File: config.mk
export PLATFORM = sky130hd
export DESIGN_NAME = redmule_zbuf_seq
export DESIGN_NICKNAME = d
export VERILOG_FILES = /design/src/rtl/redmule_zbuf_seq.sv
export SDC_FILE = /design/constraint.sdc
export NUM_CORES = 2
export LEC_CHECK = 0
export CAP_MARGIN = 10
export CORE_UTILIZATION = 60
export DETAILED_ROUTE_END_ITERATION = 12
export PLACE_DENSITY = 0.84
export REMOVE_ABC_BUFFERS = 1
export SLEW_MARGIN = 20
export SYNTH_ARGS = -nofsm -noshare
export SYNTH_HDL_FRONTEND = slang
export SYNTH_SLANG_ARGS = --single-unit
File: constraint.sdc
create_clock -name clk_i -period 6.17 [get_ports clk_i]
set_input_delay 1.5425 -clock clk_i [delete_from_list [all_inputs] [get_ports clk_i]]
set_output_delay 1.5425 -clock clk_i [all_outputs]
set_load 0.05 [all_outputs]
File: src/rtl/redmule_zbuf_seq.sv
// Z-tile buffer: captures Depth result columns, then drains rows_q rows; full_o/z_valid_o/empty_o follow the causing edge by one cycle.
// Backpressure: z_o/z_strb_o hold while z_valid_o && !z_ready_i; fills outside EMPTY/FILLING are dropped.
module redmule_zbuf_seq #(
    parameter int unsigned Height      = 4,
    parameter int unsigned Width       = 8,
    parameter int unsigned NumPipeRegs = 3,
    parameter int unsigned DataW       = 16,
    localparam int unsigned Depth      = (NumPipeRegs + 1) * Height,
    localparam int unsigned RowW       = $clog2(Width + 1),
    localparam int unsigned ColW       = $clog2(Depth + 1)
) (
    input  logic                       clk_i,
    input  logic                       rst_ni,
    input  logic                       clear_i,
    input  logic                       clk_en_i,
    input  logic                       fill_i,
    input  logic [Width*DataW-1:0]     z_i,
    input  logic [RowW-1:0]            z_rows_i,
    input  logic [ColW-1:0]            z_cols_i,
    input  logic                       drain_en_i,
    output logic [Depth*DataW-1:0]     z_o,
    output logic [Depth*DataW/8-1:0]   z_strb_o,
    output logic                       z_valid_o,
    input  logic                       z_ready_i,
    output logic                       full_o,
    output logic                       empty_o
);

    localparam int unsigned FcW   = (Depth > 1) ? $clog2(Depth) : 1;
    localparam int unsigned DcW   = (Width > 1) ? $clog2(Width) : 1;
    localparam int unsigned StrbW = Depth * DataW / 8;

    typedef enum logic [1:0] {
        S_EMPTY,
        S_FILLING,
        S_FULL,
        S_DRAINING
    } state_t;

    state_t           state_q, state_d;
    logic [FcW-1:0]   fill_cnt;
    logic [DcW-1:0]   drain_cnt;
    logic [RowW-1:0]  rows_q;
    logic [ColW-1:0]  cols_q;
    logic             empty_d;
    logic [DataW-1:0] mem_q [Width][Depth];

    logic fill_acc, last_col, handshake, last_row;
    logic [RowW-1:0] rows_new;
    logic [ColW-1:0] cols_new;

    assign fill_acc  = fill_i && clk_en_i && !clear_i &&
                       (state_q == S_EMPTY || state_q == S_FILLING);
    assign last_col  = (fill_cnt == FcW'(Depth - 1));
    assign handshake = (state_q == S_DRAINING) && z_ready_i;
    assign last_row  = (RowW'(drain_cnt) == rows_q - RowW'(1));

    // Zero or oversized leftovers mean a full-size tile
    assign rows_new = (z_rows_i == '0 || z_rows_i > RowW'(Width)) ? RowW'(Width) : z_rows_i;
    assign cols_new = (z_cols_i == '0 || z_cols_i > ColW'(Depth)) ? ColW'(Depth) : z_cols_i;

    assign full_o    = (state_q == S_FULL);
    assign z_valid_o = (state_q == S_DRAINING);

    always_comb begin
        state_d = state_q;
        empty_d = 1'b0;
        case (state_q)
            S_EMPTY:    if (fill_acc) state_d = S_FILLING;
            S_FILLING:  if (fill_acc && last_col) state_d = S_FULL;
            S_FULL:     if (drain_en_i) state_d = S_DRAINING;
            S_DRAINING: begin
                if (handshake && last_row) begin
                    state_d = S_EMPTY;
                    empty_d = 1'b1;
                end
            end
            default:    state_d = S_EMPTY;
        endcase
        if (clear_i) begin
            state_d = S_EMPTY;
            empty_d = 1'b0;
        end
    end

    always_ff @(posedge clk_i or negedge rst_ni) begin
        if (!rst_ni) begin
            state_q <= S_EMPTY;
            empty_o <= 1'b0;
        end else begin
            state_q <= state_d;
            empty_o <= empty_d;
        end
    end

    always_ff @(posedge clk_i or negedge rst_ni) begin
        if (!rst_ni) begin
            fill_cnt  <= '0;
            drain_cnt <= '0;
            rows_q    <= '0;
            cols_q    <= '0;
        end else if (clear_i) begin
            fill_cnt  <= '0;
            drain_cnt <= '0;
            rows_q    <= '0;
            cols_q    <= '0;
        end else begin
            if (fill_acc) begin
                fill_cnt <= last_col ? '0 : fill_cnt + 1'b1;
                if (state_q == S_EMPTY) begin
                    rows_q <= rows_new;
                    cols_q <= cols_new;
                end
            end
            if (state_q == S_FULL && drain_en_i) begin
                drain_cnt <= '0;
            end else if (handshake) begin
                drain_cnt <= last_row ? '0 : drain_cnt + 1'b1;
            end
        end
    end

    always_ff @(posedge clk_i or negedge rst_ni) begin
        if (!rst_ni) begin
            for (int r = 0; r < Width; r++) begin
                for (int c = 0; c < Depth; c++) begin
                    mem_q[r][c] <= '0;
                end
            end
        end else if (fill_acc) begin
            for (int r = 0; r < Width; r++) begin
                mem_q[r][fill_cnt] <= z_i[r*DataW +: DataW];
            end
        end
    end

    always_comb begin
        z_o = '0;
        if (z_valid_o) begin
            for (int c = 0; c < Depth; c++) begin
                z_o[c*DataW +: DataW] = mem_q[drain_cnt][c];
            end
        end
    end

    // A byte lane is live when the column it belongs to lies inside the leftover width
    always_comb begin
        z_strb_o = '0;
        for (int b = 0; b < StrbW; b++) begin
            z_strb_o[b] = z_valid_o && (ColW'((b * 8) / DataW) < cols_q);
        end
    end

endmodule

Yosys cells after proc, flatten, opt, wreduce, memory -nomap -nowiden
Cells that the tools add are included.

cells by class
  bitwise gates (word level) = 2
  $add $sub $neg = 3
  divide/modulo/power cells = 0
  magnitude comparators = 21
  equal/unequal tests = 9
  muxes and demuxes = 38
  $mul = 0
  shift operators = 0
  reductions and logical operators = 36

operators with widths
  kind                 count
  $bwmux 256           8
  $bmux 256 s3         1
  $mux 256             3
  $demux 16 s4         1
  $lt 4x5->1 const A   8
  $mux 4               7
  $logic_and 1x1->1    24
  $lt 3x5->1 const A   4
  $mux 5               4
  $mux 16              1
  $mux 3               4
  $lt 1x5->1 const A   2
  $lt 2x5->1 const A   2
  $mux 2               5
  $pmux 2 s4           1
  $ne 3x2->1 const B   2
  $ne 3x3->1 const B   2
  $ge 5x5->1 const B   1
  $gt 5x5->1 const B   1
  $logic_not 5->1      1
  $lt 5x1->1 const B   1
  $not 4->5            1
  $add 4x1->4 const B  1
  $eq 2x2->1 const B   2
  17 further kinds     22

word-level totals
  bits in writable memories = 0
  latch bits = 0
  logic and storage cells = 243
  memories kept = 0
  bits in registers = 2067
  bits in read-only memories = 0
  input port bits = 144
  output and inout port bits = 291

Logic depth before layout (Yosys ltp)
  depth in word-level cells = 7
  depth in mapped cells = 10
  mapped depth without buffers = 7

Worst setup path before layout
OpenSTA, ideal clock, no wires.

  path type = register -> output
  start = reg state_q[0]
  end = out z_strb_o[5]
  data arrival time = 3.270 ns
  required time = 4.628 ns
  stages on the path, launching flop included = 7
  buffers on the path = 4
  slack = 1.357 ns
  path through = dfrtp_1 > ha_1 > clkbuf_1 > clkbuf_1 > clkbuf_1 > a21boi_0 > buf_4

between the ends
  cells in the longest elaborated chain, start to end = 2

ends and longest elaborated chain
  element                 line  source
  from (decl)             40    state_t state_q, state_d;
  from (signal assigned)  91    state_q <= state_d;
  $eq 2x2->1              63    assign z_valid_o = (state_q == S_DRAINING);
  net z_valid_o           23    output logic z_valid_o,
  $logic_and 1x1->1       --
  to (decl)               22    output logic [Depth*DataW/8-1:0] z_strb_o,

The timed path passes the listed nets, and every way through them passes these cells.

Worst setup path after layout
  start = reg drain_cnt[0]
  end = out z_o[127]

between the ends
  cells in the longest elaborated chain, start to end = 5

ends and longest elaborated chain
  element                          line  source
  from (decl)                      42    logic [DcW-1:0] drain_cnt;
  from (signal assigned)           118   drain_cnt <= last_row ? '0 : drain_cnt + 1'b1;
  $not 3->4 (not written as such)  141   z_o[c*DataW +: DataW] = mem_q[drain_cnt][c];
  $bmux 256 s3                     141
  $mux 256 (2 in a row)            --
  $mux 256                         139   if (z_valid_o) begin
  to (decl)                        21    output logic [Depth*DataW-1:0] z_o,

No other way between the ends. The select of a mux whose other input is x is not followed.

==> results.txt <==
status = completed
largest net degree at the start of global routing = 185
Tot Pwr = 30.6 mW
H-tree depth = 4
Chip Width = 398 µm
worst skew pair latency = 820 ps
CP required = 4630 ps
CTS Buffer Depth = 3
layout cells sized above 1 = 48.6%
WL/cell = 26.5 µm
Ys Warns = 0
final setup fails = 0
sequential share of the synthesized area = 54.9%
clk root buf = clkbuf_16
Final Max Tran Viols = 0
vias = 52000
Hold Fails Final Rpt = 0
Layout Nets = 6196
total negative slack = 0 ps
relative slew slack = 26.1%
Synth top area share = 54.9%
LEAKAGE = 49.6 nW
GPL Wtd Cong = 0.763
vias per inst = 6.29
First-pass DRT Iterations = 7
Hold WC Path Type = reg2reg
Placed Area = 99800 µm²
Area contributors post-synth = dfrtp_1 (55%), mux2_2 (25%), mux4_2 (12%)
hpwl dp = 127 mm
gr ovfl total = 0
fin crit share = 91.9%
worst-path cell chain = buf_12 > mux4_2 > mux2i_1 > nor2b_1 > clkdlybuf4s50_1
Crit-path slowest cell = dfrtp_4
post-detailed-route count of antenna-violating nets = 0
Avg Inst Size Synth = 16.1 µm²
initial antenna violation count = 7
WP data arrival = 4130 ps
crit start category = register
starting density of the core = 60.4%
CP peak stage delay = 810 ps
Yosys reg bits = 2067
Clock Skews = 26.2 ps
Synth area leader = dfrtp_1
Num CTS Buffers = 205
setup repair after global routing missed its margin = false
Post-Syn Area = 94200 µm²
PortBufs = 434
Final Instance Area = 107000 µm²
routed wire length = 219 mm
DRT iter0 DRCs = 3391
slew at the pin with the worst max-slew slack = 1110 ps
number of library cell types mapped by synthesis = 48
All-Layer GR Usage = 28.2%
core area = 156000 µm²
most common cell after layout, fill and taps aside = dfrtp_1
Post-synth EDFFs = 0
Setup crit end kind = output port
commonest non-fill, non-tap cells in the layout = dfrtp_1 (2064), mux2_2 (2050), mux4_2 (512)
max cap viols = 0
# rows = 145
full die area = 159000 µm²
Boundary Pins = 435
top_reg_cell synth = dfrtp_1
number of global-route vias before repair = 56300
# DRC = 0
Crit Path Max Fanout = 53
first-pass GRT wire length = 340 mm
die height = 398 µm
Post-Syn Instances = 5833
flop-to-flop setup slack = 2550 ps
CTS tree = done
Crit path max-delay family = buffers and inverters
Reg clk slew, reported paths = 60 ps
Area Growth Syn to Fin = 13.2%
post-CTS sizing = 0
WP buf/inv = 2
Fmax achieved = 0.176 GHz
Setup CP Type = reg2out
post-CTS setup buffer count = 0
CTS sink count = 2067
ys async rst share = 100%
pwr/cell area = 287 nW/µm²
CTS Hold Buffers Added = 0
worst vdd ir = 0.243 mV
minimum clock period = 5670 ps
==> logic make-up after synthesis <==
group / share of synthesized area [%]
buffers and inverters: 2.97
flip-flops: 54.9
adder cells (fa/ha/maj): 0.146
AO/OA/AOI/OAI: 0.263
AND/OR/NAND/NOR: 2.19
XOR/XNOR: 0.0372
multiplexers: 39.5
==> report_power, final <==
part           leakage (nW)  switching, mW  internal [mW]
Sequential             28.4          0.564           14.7
Clock                  3.31           5.26           7.15
Combinational          17.9           1.35           1.59
Total                  49.6           7.17           23.4
==> flip-flops by register name (all words and copies together), names as in the netlist <==
name,flops
drain_cnt,3
state_q,2
mem_q,2048
rows_q,4
fill_cnt,4
empty_o,1
cols_q,5
==> cell type report <==
class | instances | area (µm²)
Sequential cell | 2067 | 51700
Fill cell | 10300 | 49500
Multi-Input combinational cell | 3209 | 39800
Clock buffer | 309 | 6060
Timing Repair Buffer | 549 | 5720
Tap cell | 2058 | 2570
Clock inverter | 60 | 667
Inverter | 9 | 33.8
Antenna cell | 5 | 12.5
==> Yosys cell counts, types with 2 or more instances <==
master    count
nor2b_1     260
and2_1        2
buf_2       194
buf_6        48
nand2_1      22
nand4_1       4
mux2i_1     256
or3_1         2
inv_1         9
a21o_1        3
a221o_1       2
xor2_1        4
nor3_1        6
mux2_2     2050
nor3b_2       2
o31ai_1       2
o21ai_0       8
nor3b_1       8
ha_1         11
nor2_1       18
nand3_1       4
clkbuf_1    246
dfrtp_1    2067
buf_1        33
a21oi_1      11
o21a_1        2
mux4_2      512
buf_4        27
==> per-stage QoR <==
step,util (%),worst slack [ps],hold WS [ps],cells
after floorplan,-,-16890,474,5285
after CTS,68.3,430,500,8261
after global routing,68.3,333,505,8266
after global placement,64.0,1260,481,7892
after detailed placement,64.0,1220,487,7892
final,68.3,501,498,8266
==> worst paths after layout <==
kind,from,endpoint,cells past startpoint
max,drain_cnt[0],z_o[127],5
min,mem_q[1337],mem_q[1337],1
max reg2reg,state_q[0],mem_q[1611],8
min reg2reg,mem_q[1337],mem_q[1337],1
max in group asynchronous,rst_ni,mem_q[1035],3
min in group asynchronous,rst_ni,mem_q[1929],1
==> per-layer routing <==
metal | GRT usage, % | routed length, µm | up-vias | share of wire, %
met1 | 39.9 | 95800 | 28700 | 44
met5 | 0 | 0 | - | 0
li1 | - | - | 22000 | -
met2 | 46.4 | 110000 | 1100 | 50
met3 | 3.69 | 8700 | 295 | 4.0
met4 | 7.72 | 5020 | 0 | 2.3
Power figures use the tool's default switching activity.
